**src/rtl/div_ctrl.sv**
```systemverilog
// -----------------------------------------------------------------------------
// div_ctrl
//
// Multi-cycle divide controller for the EX stage of the five-stage MIPS
// pipeline. It sequences a radix-2 restoring divider for DIV and DIVU. While a
// divide is in flight it asks the pipeline to hold, and it delivers
// {remainder, quotient} for the HI/LO write path.
//
// Ports
//   clk        in   clock, rising edge
//   rst        in   asynchronous, active-low reset
//   start_i    in   divide request from EX (level, held until result accepted)
//   signed_i   in   1 = DIV (two's complement), 0 = DIVU
//   opdata1_i  in   dividend  [WIDTH-1:0]
//   opdata2_i  in   divisor   [WIDTH-1:0]
//   annul_i    in   cancel request (flush or exception)
//   result_o   out  {remainder, quotient} [2*WIDTH-1:0]; held between results
//   ready_o    out  one-cycle pulse while the result is valid
//   stall_o    out  pipeline hold request (combinational)
//
// Latency: a nonzero divisor gives ready_o WIDTH+1 cycles after the request
// is seen in FREE. A zero divisor gives ready_o 2 cycles after the request.
// -----------------------------------------------------------------------------
module div_ctrl #(
  parameter int WIDTH = 32
) (
  input  logic               clk,
  input  logic               rst,
  input  logic               start_i,
  input  logic               signed_i,
  input  logic [WIDTH-1:0]   opdata1_i,
  input  logic [WIDTH-1:0]   opdata2_i,
  input  logic               annul_i,
  output logic [2*WIDTH-1:0] result_o,
  output logic               ready_o,
  output logic               stall_o
);

  localparam int              CNT_W    = $clog2(WIDTH + 1);
  localparam logic [CNT_W-1:0] CNT_LAST = CNT_W'(WIDTH - 1);
  localparam logic [CNT_W-1:0] CNT_ONE  = CNT_W'(1);

  typedef enum logic [1:0] {
    S_FREE   = 2'd0,
    S_BYZERO = 2'd1,
    S_ON     = 2'd2,
    S_END    = 2'd3
  } state_t;

  state_t r_state;
  state_t w_state_nxt;

  // Working register, 2W+1 bits. The upper W+1 bits hold the partial
  // remainder. The lower bits start as the dividend magnitude and fill up
  // with quotient bits from the LSB.
  logic [2*WIDTH:0]   r_work;
  logic [WIDTH-1:0]   r_dvsr;      // |divisor|, latched on entry to ON
  logic               r_signed;    // latched signed_i
  logic               r_dvd_neg;   // dividend was negative (signed only)
  logic               r_dvs_neg;   // divisor was negative (signed only)
  logic [CNT_W-1:0]   r_cnt;
  logic [2*WIDTH-1:0] r_result;

  logic               w_start;
  logic               w_last;
  logic               w_ge;
  logic [WIDTH-1:0]   w_diff;
  logic [2*WIDTH:0]   w_work_nxt;
  logic [WIDTH-1:0]   w_quo;
  logic [WIDTH-1:0]   w_rem;
  logic               w_neg_quo;
  logic               w_neg_rem;

  // Magnitude of an operand. For signed operands with the MSB set this is
  // the two's-complement negation. The most negative value maps to itself,
  // which read as unsigned is exactly 2^(W-1).
  function automatic logic [WIDTH-1:0] f_mag(input logic [WIDTH-1:0] v,
                                             input logic             sgn);
    return (sgn && v[WIDTH-1]) ? ({WIDTH{1'b0}} - v) : v;
  endfunction

  // Conditional two's-complement negation, used for the sign correction.
  function automatic logic [WIDTH-1:0] f_neg_if(input logic [WIDTH-1:0] v,
                                                input logic             neg);
    return neg ? ({WIDTH{1'b0}} - v) : v;
  endfunction

  assign w_start = start_i & ~annul_i;
  assign w_last  = (r_cnt == CNT_LAST);

  // Restoring step. The partial remainder never exceeds 2*|divisor|-1, so
  // after a successful subtract the difference fits in W bits. A W-bit
  // modular subtract therefore gives the exact value whenever w_ge is set.
  assign w_ge   = (r_work[2*WIDTH:WIDTH] >= {1'b0, r_dvsr});
  assign w_diff = r_work[2*WIDTH-1:WIDTH] - r_dvsr;

  always_comb begin
    w_work_nxt = {r_work[2*WIDTH-1:0], 1'b0};
    if (w_ge) begin
      w_work_nxt = {w_diff, r_work[WIDTH-1:0], 1'b1};
    end
  end

  // Result extraction after the final iteration: quotient in the low W bits,
  // remainder one position above the midpoint. Sign correction follows the
  // truncating-division rules: the quotient sign is the XOR of the operand
  // signs, and the remainder takes the sign of the dividend.
  assign w_neg_quo = r_signed & (r_dvd_neg ^ r_dvs_neg);
  assign w_neg_rem = r_signed & r_dvd_neg;
  assign w_quo     = f_neg_if(w_work_nxt[WIDTH-1:0], w_neg_quo);
  assign w_rem     = f_neg_if(w_work_nxt[2*WIDTH:WIDTH+1], w_neg_rem);

  always_ff @(posedge clk or negedge rst) begin
    if (!rst) begin
      r_state <= S_FREE;
    end else begin
      r_state <= w_state_nxt;
    end
  end

  always_comb begin
    w_state_nxt = r_state;
    stall_o     = 1'b0;
    ready_o     = 1'b0;

    // The hold drops in END so that EX can consume the result that cycle.
    stall_o = w_start & (r_state != S_END);
    ready_o = (r_state == S_END);

    case (r_state)
      S_FREE: begin
        if (w_start) begin
          w_state_nxt = (opdata2_i == '0) ? S_BYZERO : S_ON;
        end
      end
      S_BYZERO: begin
        w_state_nxt = annul_i ? S_FREE : S_END;
      end
      S_ON: begin
        if (annul_i) begin
          w_state_nxt = S_FREE;
        end else if (w_last) begin
          w_state_nxt = S_END;
        end
      end
      S_END: begin
        // An annul here changes nothing: the result has already been produced.
        w_state_nxt = S_FREE;
      end
      default: begin
        w_state_nxt = S_FREE;
      end
    endcase
  end

  always_ff @(posedge clk or negedge rst) begin
    if (!rst) begin
      r_work    <= '0;
      r_dvsr    <= '0;
      r_signed  <= 1'b0;
      r_dvd_neg <= 1'b0;
      r_dvs_neg <= 1'b0;
      r_cnt     <= '0;
      r_result  <= '0;
    end else begin
      case (r_state)
        S_FREE: begin
          // Latch everything now. The operands may change freely afterwards.
          if (w_start && (opdata2_i != '0)) begin
            r_work    <= {{WIDTH{1'b0}}, f_mag(opdata1_i, signed_i), 1'b0};
            r_dvsr    <= f_mag(opdata2_i, signed_i);
            r_signed  <= signed_i;
            r_dvd_neg <= signed_i & opdata1_i[WIDTH-1];
            r_dvs_neg <= signed_i & opdata2_i[WIDTH-1];
            r_cnt     <= '0;
          end
        end
        S_ON: begin
          if (!annul_i) begin
            r_work <= w_work_nxt;
            r_cnt  <= r_cnt + CNT_ONE;
            if (w_last) begin
              r_result <= {w_rem, w_quo};
            end
          end
        end
        S_BYZERO: begin
          if (!annul_i) begin
            r_result <= '0;
          end
        end
        default: begin
        end
      endcase
    end
  end

  assign result_o = r_result;

endmodule

```
**config.mk**
```make
export PLATFORM = sky130hd
export DESIGN_NAME = div_ctrl
export DESIGN_NICKNAME = d
export VERILOG_FILES = /design/src/rtl/div_ctrl.sv
export SDC_FILE = /design/constraint.sdc
export NUM_CORES = 1
export LEC_CHECK = 0
export ABC_AREA = 1
export BUFFER_PORTS_ARGS = -buffer_cell sky130_fd_sc_hd__buf_2
export CAP_MARGIN = 20
export CORE_MARGIN = 8
export CORE_UTILIZATION = 38
export DETAILED_ROUTE_END_ITERATION = 7
export PLACE_DENSITY = 0.61
export SYNTH_ARGS = -nofsm -noshare
export SYNTH_HDL_FRONTEND = slang
export SYNTH_SLANG_ARGS = --single-unit
```
**constraint.sdc**
```tcl
create_clock -name clk -period 11.3 [get_ports clk]
set_clock_uncertainty 0.15 [all_clocks]
set_input_delay 1.13 -clock clk [delete_from_list [all_inputs] [get_ports clk]]
set_output_delay 1.13 -clock clk [all_outputs]
set_load 0.01 [all_outputs]
```
# After elaboration in Yosys (flattened, before gate mapping)
# Cells that the tools add are included.
totals:
  ff_bits: 172
  out_inout_bits: 66
  elab_cells: 67
op_classes:
  add_sub_neg: 6
  n_reduce_logical: 12
  bitwise_logic: 8
  mux: 21
  n_lt_le_gt_ge: 1
  eq_ne: 11
ops:
  columns: ["op", "count"]
  rows:
  - ["$mux W65", 3]
  - ["$mux W64", 3]
  - ["$pmux W65 S2", 1]
  - ["$mux W32", 4]
  - ["$pmux W64 S2", 1]
  - ["$sub A1 B32 Y32 const A", 4]
  - ["$ge A33 B32 Y1", 1]
  - ["$logic_not A32 Y1", 1]
  - ["$reduce_bool A32 Y1", 1]
  - ["$sub A32 B32 Y32", 1]
  - ["$mux W6", 2]
  - ["$ne A2 B2 Y1 const B", 6]
  - ["$pmux W6 S2", 1]
  - ["$mux W2", 5]
  - ["$pmux W2 S4", 1]
  - ["$add A6 B1 Y6 const B", 1]
  - ["$and A1 B1 Y1", 6]
  - ["$eq A6 B5 Y1 const B", 1]
  - ["$eq A2 B2 Y1 const B", 2]
  - ["$reduce_and A2 Y1", 2]
  - ["$reduce_and A4 Y1", 1]
  - ["$reduce_bool A2 Y1", 2]
  - ["$logic_and A1 B1 Y1", 3]
  - ["$ne A3 B3 Y1 const B", 1]
  - ["other kinds (5)", 5]

# Longest topological paths before layout
depth:
  ltp_word: 7
  ltp_mapped: 27
  ltp_nobuf: 26

# Worst setup path after synthesis
# Ideal clock, no wire load.
synth_timing:
  path_type: "register to register"
  start: "register r_work[40]"
  end: "register r_result[30], in the netlist result_o[30]"
  slack_ps: 7614
  setup_time_ps: 130
  period_less_slack_ps: 3686
  required_time_ps: 11020
  path_stages_with_launch: 25
  arrival_ps: 3406
  n_path_buf: 1
  path_cell_list: "dfrtp_1 ha_1 nand2_2 inv_2 a21oi_2 nand3_2 nand2_2 nand2_2 nand2_4 nand2_4 inv_2 buf_2 ha_1 nand3_1 nor3_1 nand2_1 nor3_2 nand3_1 o21ai_1 o21ai_0 nor2_1 nand3_1 nand2_1 xor2_1 o21ai_1"
synth_between:
  elab_chain_len: 7
synth_rtl:
  columns: ["element", "line_no", "rtl"]
  rows:
  - ["start: declaration", "56", "logic [2*WIDTH:0] r_work;"]
  - ["start signal: assignment", "170", "r_work <= {{WIDTH{1'b0}}, f_mag(opdata1_i, signed_i), 1'b0};"]
  - ["start signal: assignment", "180", "r_work <= w_work_nxt;"]
  - ["$ge A33 B32 Y1", "94", "assign w_ge = (r_work[2*WIDTH:WIDTH] >= {1'b0, r_dvsr});"]
  - ["$mux W65", "99", "if (w_ge) begin"]
  - ["$sub A1 B32 Y32", "85", "return neg ? ({WIDTH{1'b0}} - v) : v;"]
  - ["$mux W32", "85", null]
  - ["$mux W64", "182", "if (w_last) begin"]
  - ["$mux W64", "179", "if (!annul_i) begin"]
  - ["$pmux W64 S2", "166", "case (r_state)"]
  - ["end signal: assignment", "183", "r_result <= {w_rem, w_quo};"]
  - ["end: declaration", "62", "logic [2*WIDTH-1:0] r_result;"]
# No other way between the ends. The select of a mux whose other input is x is not followed.
# A chain may end at the register's enable or synchronous reset.

# Worst setup path in the final report
layout_timing:
  start: "register r_dvsr[28]"
  end: "register r_result[30], in the netlist result_o[30]"
layout_between:
  elab_chain_len: 7
layout_rtl:
  columns: ["element", "line_no", "rtl"]
  rows:
  - ["start: declaration", "57", "logic [WIDTH-1:0] r_dvsr;"]
  - ["start signal: assignment", "171", "r_dvsr <= f_mag(opdata2_i, signed_i);"]
  - ["$ge A33 B32 Y1", "94", null]
  - ["$mux W65", "99", null]
  - ["$sub A1 B32 Y32", "85", null]
  - ["$mux W32", "85", null]
  - ["$mux W64", "182", null]
  - ["$mux W64", "179", null]
  - ["$pmux W64 S2", "166", null]
# No other way between the ends. The select of a mux whose other input is x is not followed.

==> Implementation_results.wiki <==
{| class="wikitable"
! Metric !! Value
|-
| CTS tree || yes
|-
| Violation count after the first detailed-routing iteration || 923
|-
| Number of cells after detailed placement || 2420
|-
| Final antenna-violating net count || 0
|-
| Arrival time of data at the critical path endpoint || 5490 ps
|-
| Total of warnings raised by yosys || 0
|-
| Fmax achieved || 189 MHz
|-
| Cell count of the worst hold path || 2
|-
| Distinct cells, synth || 50
|-
| Prevailing post-synth register cell || sky130_fd_sc_hd__dfrtp_1
|-
| Total die area || 0.0395 sq mm
|-
| Final max-slew violation count || 0
|-
| Number of standard cells after synthesis || 1882
|-
| Capture instance of the worst register-to-register path || result_o[30]$_DFFE_PN0P_
|-
| Worst-margin pin slew || 969 ps
|-
| Cell depth of the worst flop-to-flop path || 22
|-
| All-layer global routing usage || 22.0%
|-
| Placement Rows || 67
|-
| Routability congestion estimate || 0.985
|-
| Vias in the first global route || 12381
|-
| Clock root buffer || sky130_fd_sc_hd__clkbuf_16
|-
| Flop-to-flop setup slack || 6000 ps
|-
| Hold WC Path Type || reg2reg
|-
| Fin crit share || 46.9%
|-
| Synthesized cell area || 0.0127 sq mm
|-
| CTS clock-pin slew for the worst setup and hold paths || 90 ps
|-
| Share of the synthesized area in the top cell type || 33.9%
|-
| Class of the most critical setup path || reg2reg
|-
| Status || complete, no violations
|-
| Post-layout min period || 5300 ps
|-
| Layout cell share with drive strength beyond 1 || 12.8%
|-
| Syn Area/Cell || 6.74 sq um
|-
| # DRC || 0
|-
| Tightest slew margin relative to the limit || 35.4%
|-
| Placeable core area || 0.0332 sq mm
|-
| Total gr overflow || 0
|-
| Fraction of the core area covered by cells at the end of the flow || 43.4%
|-
| Pin count of the biggest net entering global routing || 97
|-
| Nature of the critical path endpoint || flop
|-
| Synthesized Nets || 1993
|-
| Vias per cell || 5.14
|-
| Library cell with the largest summed area after synthesis || sky130_fd_sc_hd__dfrtp_1
|-
| Drt total wl || 42.8 mm
|-
| Clk sink count || 172
|-
| Final HPWL from detailed placement || 34.0 mm
|-
| Worst Hold End || result_o[61]$_DFFE_PN0P_
|-
| Number of buffers on the longest clock path || 2
|-
| Die Span Y || 199 microns
|-
| Sequential share of the synthesized area || 33.9%
|-
| Most area-consuming cells after synthesis || sky130_fd_sc_hd__dfrtp_1 34%, sky130_fd_sc_hd__nand2_1 16%, sky130_fd_sc_hd__inv_1 7.8%, sky130_fd_sc_hd__o21ai_0 5.4%, sky130_fd_sc_hd__nor2_1 4.6%
|-
| Crit Reg-Reg Startpoint || r_dvsr[28]$_DFFE_PN0P_
|-
| Total via count in the routed design || 12607
|-
| Worst min-delay path startpoint || result_o[61]$_DFFE_PN0P_
|-
| Fin Setup TNS || 0 ps
|-
| Required time of the critical path || 11490 ps
|-
| Seq cells post-synth || 172
|-
| Count of buffers from port buffering || 134
|-
| Critical-path maximum fanout || 42
|-
| I/O pin cnt || 135
|-
| Buffers inserted during post-CTS setup optimization || 0
|-
| Number of buffers added to fix hold violations after cts || 0
|-
| Post-layout net count || 2103
|-
| Max-capacitance violation count || 0
|-
| Count of cells resized by post-cts repair || 0
|-
| Final count of negative-setup-slack endpoints || 0
|-
| Clock latency on the worst-skew pair || 440 ps
|-
| Routed wire length per instance || 17.4 microns
|-
| Starting Density || 38.2%
|-
| Filler Cell Count || 3595
|-
| Antenna diode count || 0
|-
| Die width || 199 microns
|-
| Initial antenna violation count || 0
|-
| Non-filler cells in the finished layout || 2453
|-
| Asr flop ratio synth || 100%
|-
| Number of synthesized flops with an enable pin || 0
|-
| Wire length of the first global-routing pass || 68.4 mm
|-
| Type of element launching the critical path || flop
|-
| Min Hold Slack || 329 ps
|-
| Signed area change from the synthesized netlist to the final layout || 13.4%
|-
| Number of buffers added by the clock tree synthesis step || 17
|-
| CTS H-tree depth || 4
|-
| RSZ-0062 raised after global routing || no
|-
| Final hold vios || 0
|-
| Detailed Routing Iterations Pass 1 || 5
|}
-- how the worst max path moves through the flow --
stage / startpoint / to / slack [ps] / depth (start not counted)
2_1_floorplan: r_work[40]$_DFFE_PN0P_ / result_o[30]$_DFFE_PN0P_ / 7610 / 24
3_3_place_gp: opdata2_i[0] / r_work[2]$_DFFE_PN0P_ / 5870 / 18
3_5_place_dp: opdata2_i[0] / r_work[2]$_DFFE_PN0P_ / 5710 / 18
4_1_cts: r_dvsr[28]$_DFFE_PN0P_ / result_o[30]$_DFFE_PN0P_ / 6120 / 22
5_1_grt: r_dvsr[29]$_DFFE_PN0P_ / result_o[30]$_DFFE_PN0P_ / 5480 / 22
6_report: r_dvsr[28]$_DFFE_PN0P_ / result_o[30]$_DFFE_PN0P_ / 6000 / 22
-- Yosys cell counts (2+ instances only) --
| library cell | count |
|---|---|
| sky130_fd_sc_hd__nor3b_1 | 2 |
| sky130_fd_sc_hd__xnor2_1 | 17 |
| sky130_fd_sc_hd__inv_2 | 10 |
| sky130_fd_sc_hd__o41ai_1 | 2 |
| sky130_fd_sc_hd__clkbuf_1 | 42 |
| sky130_fd_sc_hd__or2_2 | 7 |
| sky130_fd_sc_hd__inv_1 | 263 |
| sky130_fd_sc_hd__a21oi_1 | 62 |
| sky130_fd_sc_hd__nor2_4 | 5 |
| sky130_fd_sc_hd__nor4_1 | 5 |
| sky130_fd_sc_hd__a22oi_1 | 2 |
| sky130_fd_sc_hd__o21ai_1 | 17 |
| sky130_fd_sc_hd__ha_1 | 41 |
| sky130_fd_sc_hd__o21ai_0 | 138 |
| sky130_fd_sc_hd__dfrtp_1 | 172 |
| sky130_fd_sc_hd__nand3_1 | 108 |
| sky130_fd_sc_hd__buf_2 | 5 |
| sky130_fd_sc_hd__nand4_1 | 27 |
| sky130_fd_sc_hd__nor2_1 | 157 |
| sky130_fd_sc_hd__xor2_1 | 64 |
| sky130_fd_sc_hd__nand2_1 | 556 |
| sky130_fd_sc_hd__nor2_2 | 19 |
| sky130_fd_sc_hd__a21oi_2 | 3 |
| sky130_fd_sc_hd__o22ai_1 | 18 |
| sky130_fd_sc_hd__a31oi_1 | 7 |
| sky130_fd_sc_hd__o21ai_2 | 5 |
| sky130_fd_sc_hd__a21o_1 | 2 |
| sky130_fd_sc_hd__o221ai_1 | 29 |
| sky130_fd_sc_hd__o31ai_1 | 2 |
| sky130_fd_sc_hd__nand3_2 | 6 |
| sky130_fd_sc_hd__nor3_1 | 38 |
| sky130_fd_sc_hd__a32o_1 | 5 |
| sky130_fd_sc_hd__nand2_2 | 20 |
| sky130_fd_sc_hd__o21bai_1 | 3 |
| sky130_fd_sc_hd__nand3b_1 | 2 |
| sky130_fd_sc_hd__buf_6 | 2 |
| sky130_fd_sc_hd__o211ai_1 | 3 |
| sky130_fd_sc_hd__nand2_4 | 4 |
-- area by class of cell --
class                   instances  area, sq um  share of cell area, %
clock inverters                15          190                   1.32
repair buffers                143          764                   5.31
clock buffers                  17          425                   2.96
multi-input cells            1384         7120                   49.5
inverters                     274         1030                   7.15
flip-flops and latches        172         4300                   29.9
well taps                     448          561                   3.89
-- metal layers --
layer  GRT usage, %  wire [microns]
met5              0               0
met4           8.13            1410
met3           3.43            2240
met2           34.7           19300
met1           30.0           19800
-- through the flow --
| stage | setup slack (ps) | area (sq um) |
|---|---|---|
| after floorplan | 7610 | 12700 |
| after global placement | 5870 | 13700 |
| after detailed placement | 5710 | 13700 |
| after CTS | 6120 | 14400 |
| after global routing | 5480 | 14400 |
| final | 6000 | 14400 |
-- placed cells by master, fill, tap and decap left out, drive strengths merged --
cell	count
nand2	580
inv	282
nor2	181
dfrtp	172
o21ai	160
buf	143
nand3	114
a21oi	66
xor2	64
ha	41
nor3	39
o221ai	29
nand4	27
o22ai	18
xnor2	17
clkbuf	17
or2	7
a31oi	7
clkinv	6
a32o	5
nor4	5
o211ai	3
o21bai	3
a21o	2
o31ai	2
nand3b	2
o41ai	2
a22oi	2
nor3b	2
o21a	1
a22o	1
and2	1
a21boi	1
and3	1
fa	1
clkinvlp	1
-- worst max-delay path: stages (launching register included) --
cell,delay [ps]
sky130_fd_sc_hd__dfrtp_1,380
sky130_fd_sc_hd__inv_1,180
sky130_fd_sc_hd__ha_1,350
sky130_fd_sc_hd__a21oi_2,210
sky130_fd_sc_hd__nand2_1,80
sky130_fd_sc_hd__a21oi_1,190
sky130_fd_sc_hd__nand2_1,90
sky130_fd_sc_hd__nor2_2,560
sky130_fd_sc_hd__nand2_4,440
sky130_fd_sc_hd__inv_2,380
sky130_fd_sc_hd__ha_1,260
sky130_fd_sc_hd__nand3_1,100
sky130_fd_sc_hd__nor3_1,190
sky130_fd_sc_hd__nand2_1,120
sky130_fd_sc_hd__nor3_2,260
sky130_fd_sc_hd__nand3_1,250
sky130_fd_sc_hd__o21ai_1,290
sky130_fd_sc_hd__o21ai_0,160
sky130_fd_sc_hd__nor2_1,170
sky130_fd_sc_hd__nand3_1,80
sky130_fd_sc_hd__nand2_1,80
sky130_fd_sc_hd__xor2_1,160
sky130_fd_sc_hd__o21ai_1,70
-- sequential cells by signal, indices dropped and copies added (netlist names) --
register and cells:
r_work 65, r_dvd_neg 1, r_dvsr 32, r_dvs_neg 1, r_signed 1, r_cnt 6, result_o 64, r_state 2
-- kinds of logic after synthesis --
kind of cell,share of synthesized area [%]
buf+inv,10.0
fa+ha+maj,4.20
flops,33.9
compound gates,13.9
xor+xnor,5.59
simple gates,32.4
Power is left out: the tool's default activity adds up to more than one toggle a clock period on the data nets, which glitch-free logic cannot reach.
